--- src/rtl/alu_seq_pkg.sv ---
// Shared opcode encodings, FSM state encodings and flag bundle for the sequential ALU.
package alu_seq_pkg;

   localparam logic [3:0] OP_ADD  = 4'b0000;
   localparam logic [3:0] OP_INC  = 4'b0001;
   localparam logic [3:0] OP_NEGA = 4'b0010;
   localparam logic [3:0] OP_NEGB = 4'b0011;
   localparam logic [3:0] OP_AND  = 4'b0100;
   localparam logic [3:0] OP_OR   = 4'b0101;
   localparam logic [3:0] OP_XOR  = 4'b0110;
   localparam logic [3:0] OP_NOTA = 4'b0111;
   localparam logic [3:0] OP_SUB  = 4'b1000;
   localparam logic [3:0] OP_SHL  = 4'b1001;
   localparam logic [3:0] OP_SHR  = 4'b1010;
   localparam logic [3:0] OP_SAR  = 4'b1011;
   localparam logic [3:0] OP_MUL  = 4'b1100;

   localparam logic [0:0] ST_IDLE = 1'b0;
   localparam logic [0:0] ST_MUL  = 1'b1;

   typedef struct packed {
      logic z;
      logic c;
      logic s;
      logic v;
   } flags_t;

   // Opcodes above MUL complete with a done pulse but leave results untouched
   function automatic logic op_is_reserved(input logic [3:0] op);
      return (op > OP_MUL);
   endfunction

endpackage

--- src/rtl/alu_seq_if.sv ---
// Request/result bundle between the control unit (master) and the sequential ALU (slave).
interface alu_seq_if #(parameter int unsigned WIDTH = 8);

   logic             start;
   logic [3:0]       op;
   logic [WIDTH-1:0] A;
   logic [WIDTH-1:0] B;
   logic             cin;
   logic [WIDTH-1:0] R;
   logic [WIDTH-1:0] RH;
   logic             z;
   logic             c;
   logic             s;
   logic             v;
   logic             busy;
   logic             done;

   modport master (
      output start, op, A, B, cin,
      input  R, RH, z, c, s, v, busy, done
   );

   modport slave (
      input  start, op, A, B, cin,
      output R, RH, z, c, s, v, busy, done
   );

endinterface

--- src/rtl/alu_core.sv ---
// Single-cycle combinational datapath: arithmetic, logic and barrel-shift ops 0000-1011.
module alu_core #(
   parameter int unsigned WIDTH = 8
) (
   input  logic [3:0]       op,
   input  logic [WIDTH-1:0] a,
   input  logic [WIDTH-1:0] b,
   input  logic             cin,
   output logic [WIDTH-1:0] res_c,
   output logic             carry_c,
   output logic             ovf_c
);
   import alu_seq_pkg::*;

   localparam int unsigned SHW = $clog2(WIDTH);
   localparam int unsigned SW  = WIDTH + 1;

   logic [WIDTH-1:0] x;
   logic [WIDTH-1:0] y;
   logic             k;
   logic [WIDTH:0]   sum;
   logic [SHW-1:0]   amt;
   logic [WIDTH:0]   shl_ext;
   logic [WIDTH:0]   shr_ext;
   logic [WIDTH:0]   sar_ext;

   // Effective adder operands: every arithmetic op is x + y + k
   always_comb begin
      x = a;
      y = b;
      k = cin;
      unique case (op)
         OP_INC:  y = WIDTH'(1);
         OP_NEGA: begin x = ~a; y = WIDTH'(1); end
         OP_NEGB: begin x = ~b; y = WIDTH'(1); end
         OP_SUB:  begin y = ~b; k = 1'b1; end
         default: ;
      endcase
      sum = {1'b0, x} + {1'b0, y} + SW'(k);
   end

   // Shifts run one bit wider so the last bit shifted out lands in the spare bit
   always_comb begin
      amt     = b[SHW-1:0];
      shl_ext = {1'b0, a} << amt;
      shr_ext = {a, 1'b0} >> amt;
      sar_ext = $signed({a, 1'b0}) >>> amt;
   end

   always_comb begin
      res_c   = '0;
      carry_c = 1'b0;
      ovf_c   = 1'b0;
      unique case (op)
         OP_ADD, OP_INC, OP_NEGA, OP_NEGB, OP_SUB: begin
            res_c   = sum[WIDTH-1:0];
            carry_c = sum[WIDTH];
            ovf_c   = (x[WIDTH-1] == y[WIDTH-1]) && (sum[WIDTH-1] != x[WIDTH-1]);
         end
         OP_AND:  res_c = a & b;
         OP_OR:   res_c = a | b;
         OP_XOR:  res_c = a ^ b;
         OP_NOTA: res_c = ~a;
         OP_SHL: begin
            res_c   = shl_ext[WIDTH-1:0];
            carry_c = shl_ext[WIDTH];
         end
         OP_SHR: begin
            res_c   = shr_ext[WIDTH:1];
            carry_c = shr_ext[0];
         end
         OP_SAR: begin
            res_c   = sar_ext[WIDTH:1];
            carry_c = sar_ext[0];
         end
         default: ;
      endcase
   end

endmodule

--- src/rtl/alu_seq.sv ---
// Registered ALU with start/busy/done handshake and a WIDTH-cycle shift-add multiplier.
module alu_seq #(
   parameter int unsigned WIDTH = 8
) (
   input logic       clk,
   input logic       reset,
   alu_seq_if.slave  bus
);
   import alu_seq_pkg::*;

   localparam int unsigned CNTW = $clog2(WIDTH);

   logic [0:0]       state_q, state_d;
   logic [WIDTH-1:0] r_q, r_d;
   logic [WIDTH-1:0] rh_q, rh_d;
   flags_t           flags_q, flags_d;
   logic             busy_q, busy_d;
   logic             done_q, done_d;
   logic [WIDTH-1:0] mcand_q, mcand_d;
   logic [WIDTH-1:0] hi_q, hi_d;
   logic [WIDTH-1:0] lo_q, lo_d;
   logic [CNTW-1:0]  cnt_q, cnt_d;

   logic [WIDTH-1:0] core_res_c;
   logic             core_carry_c;
   logic             core_ovf_c;
   logic [WIDTH:0]   step_sum_c;
   logic [WIDTH-1:0] step_hi_c;
   logic [WIDTH-1:0] step_lo_c;

   alu_core #(.WIDTH(WIDTH)) u_core (
      .op      (bus.op),
      .a       (bus.A),
      .b       (bus.B),
      .cin     (bus.cin),
      .res_c   (core_res_c),
      .carry_c (core_carry_c),
      .ovf_c   (core_ovf_c)
   );

   // One multiplier step: conditionally add multiplicand to high half, shift {hi,lo} right
   always_comb begin
      step_sum_c = {1'b0, hi_q};
      if (lo_q[0]) begin
         step_sum_c = {1'b0, hi_q} + {1'b0, mcand_q};
      end
      {step_hi_c, step_lo_c} = {step_sum_c, lo_q[WIDTH-1:1]};
   end

   always_ff @(posedge clk or posedge reset) begin
      if (reset) begin
         state_q <= ST_IDLE;
         r_q     <= '0;
         rh_q    <= '0;
         flags_q <= '0;
         busy_q  <= 1'b0;
         done_q  <= 1'b0;
         mcand_q <= '0;
         hi_q    <= '0;
         lo_q    <= '0;
         cnt_q   <= '0;
      end else begin
         state_q <= state_d;
         r_q     <= r_d;
         rh_q    <= rh_d;
         flags_q <= flags_d;
         busy_q  <= busy_d;
         done_q  <= done_d;
         mcand_q <= mcand_d;
         hi_q    <= hi_d;
         lo_q    <= lo_d;
         cnt_q   <= cnt_d;
      end
   end

   // Next-state and next-output logic; results hold unless an operation completes
   always_comb begin
      state_d = state_q;
      r_d     = r_q;
      rh_d    = rh_q;
      flags_d = flags_q;
      busy_d  = busy_q;
      done_d  = 1'b0;
      mcand_d = mcand_q;
      hi_d    = hi_q;
      lo_d    = lo_q;
      cnt_d   = cnt_q;

      unique case (state_q)
         ST_IDLE: begin
            if (bus.start) begin
               if (bus.op == OP_MUL) begin
                  mcand_d = bus.A;
                  lo_d    = bus.B;
                  hi_d    = '0;
                  cnt_d   = '0;
                  busy_d  = 1'b1;
                  state_d = ST_MUL;
               end else begin
                  done_d = 1'b1;
                  if (!op_is_reserved(bus.op)) begin
                     r_d       = core_res_c;
                     rh_d      = '0;
                     flags_d.z = (core_res_c == '0);
                     flags_d.c = core_carry_c;
                     flags_d.s = core_res_c[WIDTH-1];
                     flags_d.v = core_ovf_c;
                  end
               end
            end
         end

         ST_MUL: begin
            hi_d  = step_hi_c;
            lo_d  = step_lo_c;
            cnt_d = cnt_q + CNTW'(1);
            if (cnt_q == CNTW'(WIDTH - 1)) begin
               r_d       = step_lo_c;
               rh_d      = step_hi_c;
               flags_d.z = ({step_hi_c, step_lo_c} == '0);
               flags_d.c = 1'b0;
               flags_d.s = step_hi_c[WIDTH-1];
               flags_d.v = |step_hi_c;
               done_d    = 1'b1;
               busy_d    = 1'b0;
               state_d   = ST_IDLE;
            end
         end

         default: state_d = ST_IDLE;
      endcase
   end

   assign bus.R    = r_q;
   assign bus.RH   = rh_q;
   assign bus.z    = flags_q.z;
   assign bus.c    = flags_q.c;
   assign bus.s    = flags_q.s;
   assign bus.v    = flags_q.v;
   assign bus.busy = busy_q;
   assign bus.done = done_q;

endmodule

--- src/flat_wrapper.sv ---
// flat-port wrapper written by rule: the top's interface ports become plain ports
module alu_seq_flat import alu_seq_pkg::*;
#(
   parameter int unsigned WIDTH = 8
)
  (clk, reset, bus_start, bus_op, bus_A, bus_B, bus_cin, bus_R, bus_RH, bus_z, bus_c, bus_s, bus_v, bus_busy, bus_done);
  alu_seq_if #(.WIDTH(WIDTH)) bus_i ();
  input logic clk;
  input logic reset;
  input wire logic [$bits(bus_i.start)-1:0] bus_start;
  input wire logic [$bits(bus_i.op)-1:0] bus_op;
  input wire logic [$bits(bus_i.A)-1:0] bus_A;
  input wire logic [$bits(bus_i.B)-1:0] bus_B;
  input wire logic [$bits(bus_i.cin)-1:0] bus_cin;
  output wire logic [$bits(bus_i.R)-1:0] bus_R;
  output wire logic [$bits(bus_i.RH)-1:0] bus_RH;
  output wire logic [$bits(bus_i.z)-1:0] bus_z;
  output wire logic [$bits(bus_i.c)-1:0] bus_c;
  output wire logic [$bits(bus_i.s)-1:0] bus_s;
  output wire logic [$bits(bus_i.v)-1:0] bus_v;
  output wire logic [$bits(bus_i.busy)-1:0] bus_busy;
  output wire logic [$bits(bus_i.done)-1:0] bus_done;
  assign bus_i.start = bus_start;
  assign bus_i.op = bus_op;
  assign bus_i.A = bus_A;
  assign bus_i.B = bus_B;
  assign bus_i.cin = bus_cin;
  assign bus_R = bus_i.R;
  assign bus_RH = bus_i.RH;
  assign bus_z = bus_i.z;
  assign bus_c = bus_i.c;
  assign bus_s = bus_i.s;
  assign bus_v = bus_i.v;
  assign bus_busy = bus_i.busy;
  assign bus_done = bus_i.done;
  alu_seq #(.WIDTH(WIDTH)) u_core (.clk(clk), .reset(reset), .bus(bus_i));
endmodule
--- config.mk ---
export PLATFORM = sky130hd
export DESIGN_NAME = alu_seq_flat
export DESIGN_NICKNAME = d
export VERILOG_FILES = /design/src/rtl/alu_seq_pkg.sv /design/src/rtl/alu_seq_if.sv /design/src/rtl/alu_core.sv /design/src/rtl/alu_seq.sv /design/src/flat_wrapper.sv
export SDC_FILE = /design/constraint.sdc
export NUM_CORES = 1
export LEC_CHECK = 0
export ABC_AREA = 1
export ABC_CLOCK_PERIOD_IN_PS = 2410
export BUFFER_PORTS_ARGS = -buffer_cell sky130_fd_sc_hd__buf_2
export CAP_MARGIN = 20
export CORE_ASPECT_RATIO = 2
export CORE_MARGIN = 1
export CORE_UTILIZATION = 60
export DETAILED_ROUTE_END_ITERATION = 7
export GPL_TIMING_DRIVEN = 0
export PLACE_DENSITY = 0.88
export REMOVE_ABC_BUFFERS = 1
export SLEW_MARGIN = 20
export SYNTH_ARGS = -nofsm -noshare
export SYNTH_HDL_FRONTEND = slang
export SYNTH_SLANG_ARGS = --single-unit
--- constraint.sdc ---
create_clock -name clk -period 2.41 [get_ports clk]
set_input_delay 0.1205 -clock clk [delete_from_list [all_inputs] [get_ports clk]]
set_output_delay 0.1205 -clock clk [all_outputs]
set_load 0.05 [all_outputs]
==> results.ini <==
[finish]
antennaDiodeCount=0
final_layout_size_suffix_gt1_share_pct=16.9
instances_no_fill=823
layout-area-overhead-vs-synth_pct=17.4
nNetsFinal=793
post-route-util_pct=73.5
fill_count=568

[logic_synthesis]
synthesized_area_per_cell_um2=6.45
count_of_different_cell_masters_after_synthesis=36
synth_cells=679
ys_seq_elements=50
yosysTopAreaCellShare_pct=28.6
synth_flop_cell=sky130_fd_sc_hd__dfrtp_1
synth_seq_area_share_pct=28.6
synth_edf_count=0
yosysWarningCount=0
ys_async_sr_fraction_pct=100
synth.area.top_cells=sky130_fd_sc_hd__dfrtp_1 (29%), sky130_fd_sc_hd__nand2_1 (20%), sky130_fd_sc_hd__ha_1 (9.7%), sky130_fd_sc_hd__nand3_1 (6.9%), sky130_fd_sc_hd__inv_1 (6.6%)
synth.largest_area_cell=sky130_fd_sc_hd__dfrtp_1
synth.cell_area_mm2=0.00438

[sta]
setup_viol=2
clock_skew_ns=0.0135
relative_max_transition_margin_pct=55.7
clock.fmax_mhz=405
setup_slack_ns=-0.0593
final.min_clock_period_ns=2.47
grt_setup_unrepaired=true
timing.final.hold_violations=0
worst_margin_slew_ns=0.664
timing_max_transition_violations_final=0
fin_crit_sh_pct=102
final.hold.worst_slack_ns=0.110

[clock_tree]
cts.sinks=50
clock_tree.root_cell=sky130_fd_sc_hd__clkbuf_16
cts_tree=built
numCtsBuffers=5
max-clock-path-buffers=2
worst_setup_hold_path_clk_slew_ns=0.08
insertion_delay_ns=0.31
cts.htree.levels=2

[placement]
placement.io_buffers=45
placed_cells_incl_taps=797
gp_congestion=1.01
dp_hpwl_um=10900

[die]
chipHeight_um=123
die_width_um=62.4
placement_rows=43
core_area_mm2=0.00699
initial_core_util_pct=62.6
ioPinCount=46
die_area_mm2=0.00767

[setup_path]
worst_setup_path_end_kind=flop
ordered_list_of_cells_on_the_worst_path=buf_2 -> inv_4 -> a211oi_2 -> a21oi_1 -> fa_2 -> fa_2 -> nand4_1 -> nand3_1 -> nand2_1 -> a21oi_1 -> o21ai_0 -> nand4_1 -> nand2_1 -> nand2_1
crit_fanout=14
crit_slowest_cell=sky130_fd_sc_hd__fa_2
critPathMostFrequentCell=sky130_fd_sc_hd__nand2_1
setup.worst_path.start_class=input port
worst-endpoint-required_ns=2.61
cp_data_arrival_time_ns=2.67
max_stage_delay_ns=0.44
crit_type=in -> reg

[global_routing]
global_route.usage.total_pct=39.9
global_routing_met2_resource_utilization_pct=70.1
antenna_found_initial=0
global_route_congestion_overflow_total=0
grt_start_max_net_pins=37
gr-usage-met3_pct=5.20
grt_pass1_vias=4721
top_usage_layer=met2
met1_usage_pct=38.8
first_pass_grt_wire_length_um=23100

[min_path]
hp-class=in -> reg

[drt]
mean_number_of_vias_per_cell=6.17
detailroute.via_count=5076
postRouteAntennaNets=0
first_iter_violations=761
detail_route.wirelength_um=15200
drc=0
wl_per_cell_um=18.5
drt_pre_antenna_iters=5

[pwr]
powerDensity_mw_per_mm2=896
power.leakage_nw=2.78
max-vdd-ir-drop_uv=453

[run_status]
failed_checks=setup timing
outcome=finished with violations

[run]
max_capacitance_violation_count=0

-- worst max-delay path, delay by kind of cell --
kind            cells  cell delay (ns)
fa+ha+maj           2             0.82
simple gates        6             0.61
buf+inv             2             0.42
compound gates      4             0.69
-- area by class of cell --
type	count	area, µm²	area share, %
Sequential cell	50	1250	24.4
Clock buffer	5	125	2.43
Multi-Input combinational cell	527	2850	55.5
Inverter	85	343	6.67
Clock inverter	3	28.8	0.560
Tap cell	90	113	2.19
Timing Repair Buffer	63	425	8.28
-- power by group --
group / leakage, nW / internal [mW] / total (mW) / switching (mW)
registers: 0.646 / 1.14 / 1.42 / 0.280
logic: 2.06 / 0.725 / 2.43 / 1.70
clock network: 0.0759 / 0.397 / 0.755 / 0.359
-- path summary, 6_finish.rpt --
kind / start / to / slack, ns / cells after the start
max: bus_B[0] / u_core.bus.c / -0.06 / 14
min: bus_start / u_core.bus.done / 0.11 / 3
max reg2reg: u_core.hi_q[0] / u_core.bus.v / 0.07 / 14
min reg2reg: u_core.bus.z / u_core.bus.z / 0.48 / 2
max in group asynchronous: reset / u_core.mcand_q[5] / 1.58 / 4
min in group asynchronous: reset / u_core.bus.v / 0.32 / 3
-- metal layers --
metal,vias up,routed length (µm)
met5,-,0
met2,318,7740
met1,2316,4870
met3,114,842
li1,2328,-
met4,0,1780
-- cell usage in the layout, fill, tap and decap left out, drive strengths merged --
cell type / Yosys / routed
a211oi: 7 / 7
a21oi: 32 / 32
a22o: 2 / 2
a22oi: 1 / 1
a31oi: 2 / 2
buf: 9 / 62
clkbuf: 9 / 5
clkinv: 2 / 5
clkinvlp: 0 / 1
dfrtp: 50 / 50
dlygate4sd3: 0 / 1
fa: 3 / 3
ha: 34 / 34
inv: 83 / 82
nand2: 233 / 233
nand3: 60 / 60
nand3b: 4 / 4
nand4: 10 / 10
nor2: 66 / 67
nor3: 5 / 5
o211a: 1 / 1
o211ai: 4 / 4
o21a: 2 / 2
o21ai: 41 / 41
o221ai: 7 / 7
o22ai: 5 / 5
o31ai: 2 / 2
or2: 2 / 2
xnor2: 3 / 3
-- through the flow --
| step | cell area, µm² | setup WS [ns] | TNS, ns | total power, mW |
|---|---|---|---|---|
| after floorplan | 4290 | -0.123 | -0.123 | 3.00 |
| after global placement | 4630 | -0.829 | -6.73 | 3.52 |
| after detailed placement | 4650 | -0.813 | -5.40 | 3.65 |
| after CTS | 4850 | 0.00816 | 0 | 4.44 |
| after global routing | 5140 | -0.228 | -0.474 | 4.88 |
| final | 5140 | -0.0593 | -0.0856 | 4.61 |
-- state kept, by name, indices dropped and copies added (netlist names) --
| register | flops |
|---|---|
| u_core.bus.R | 8 |
| u_core.state_q | 1 |
| u_core.bus.RH | 8 |
| u_core.bus.busy | 1 |
| u_core.bus.v | 1 |
| u_core.mcand_q | 8 |
| u_core.cnt_q | 3 |
| u_core.lo_q | 8 |
| u_core.bus.done | 1 |
| u_core.bus.s | 1 |
| u_core.bus.z | 1 |
| u_core.bus.c | 1 |
| u_core.hi_q | 8 |
-- cells by family after synthesis --
group / count (synthesis) / synth area share [%]
simple gates: 380 / 36.3
compound gates: 106 / 14.1
buf+inv: 103 / 9.37
flops: 50 / 28.6
fa+ha+maj: 37 / 11.1
xor+xnor: 3 / 0.600
-- Yosys cell counts (5+ instances only) --
cell type,instances
sky130_fd_sc_hd__a211oi_1,7
sky130_fd_sc_hd__nand4_1,10
sky130_fd_sc_hd__a21oi_1,32
sky130_fd_sc_hd__ha_1,34
sky130_fd_sc_hd__clkbuf_1,9
sky130_fd_sc_hd__inv_2,6
sky130_fd_sc_hd__nor2_1,63
sky130_fd_sc_hd__nand3_1,60
sky130_fd_sc_hd__nand2_2,5
sky130_fd_sc_hd__o22ai_1,5
sky130_fd_sc_hd__o21ai_0,39
sky130_fd_sc_hd__nand2_1,228
sky130_fd_sc_hd__o221ai_1,7
sky130_fd_sc_hd__inv_1,77
sky130_fd_sc_hd__dfrtp_1,50
-- timing repair --
| item | CTS | global route |
|---|---|---|
| gates cloned | 0 | 1 |
| hold buffers | 1 | 0 |
| endpoints found under the hold margin | 14 | 0 |
| setup buffers | 1 | 15 |
| setup endpoints to repair | 16 | 7 |
| gates resized for setup | 12 | 53 |
| pin swaps | 1 | 22 |
(Power assumes the default switching activity.)
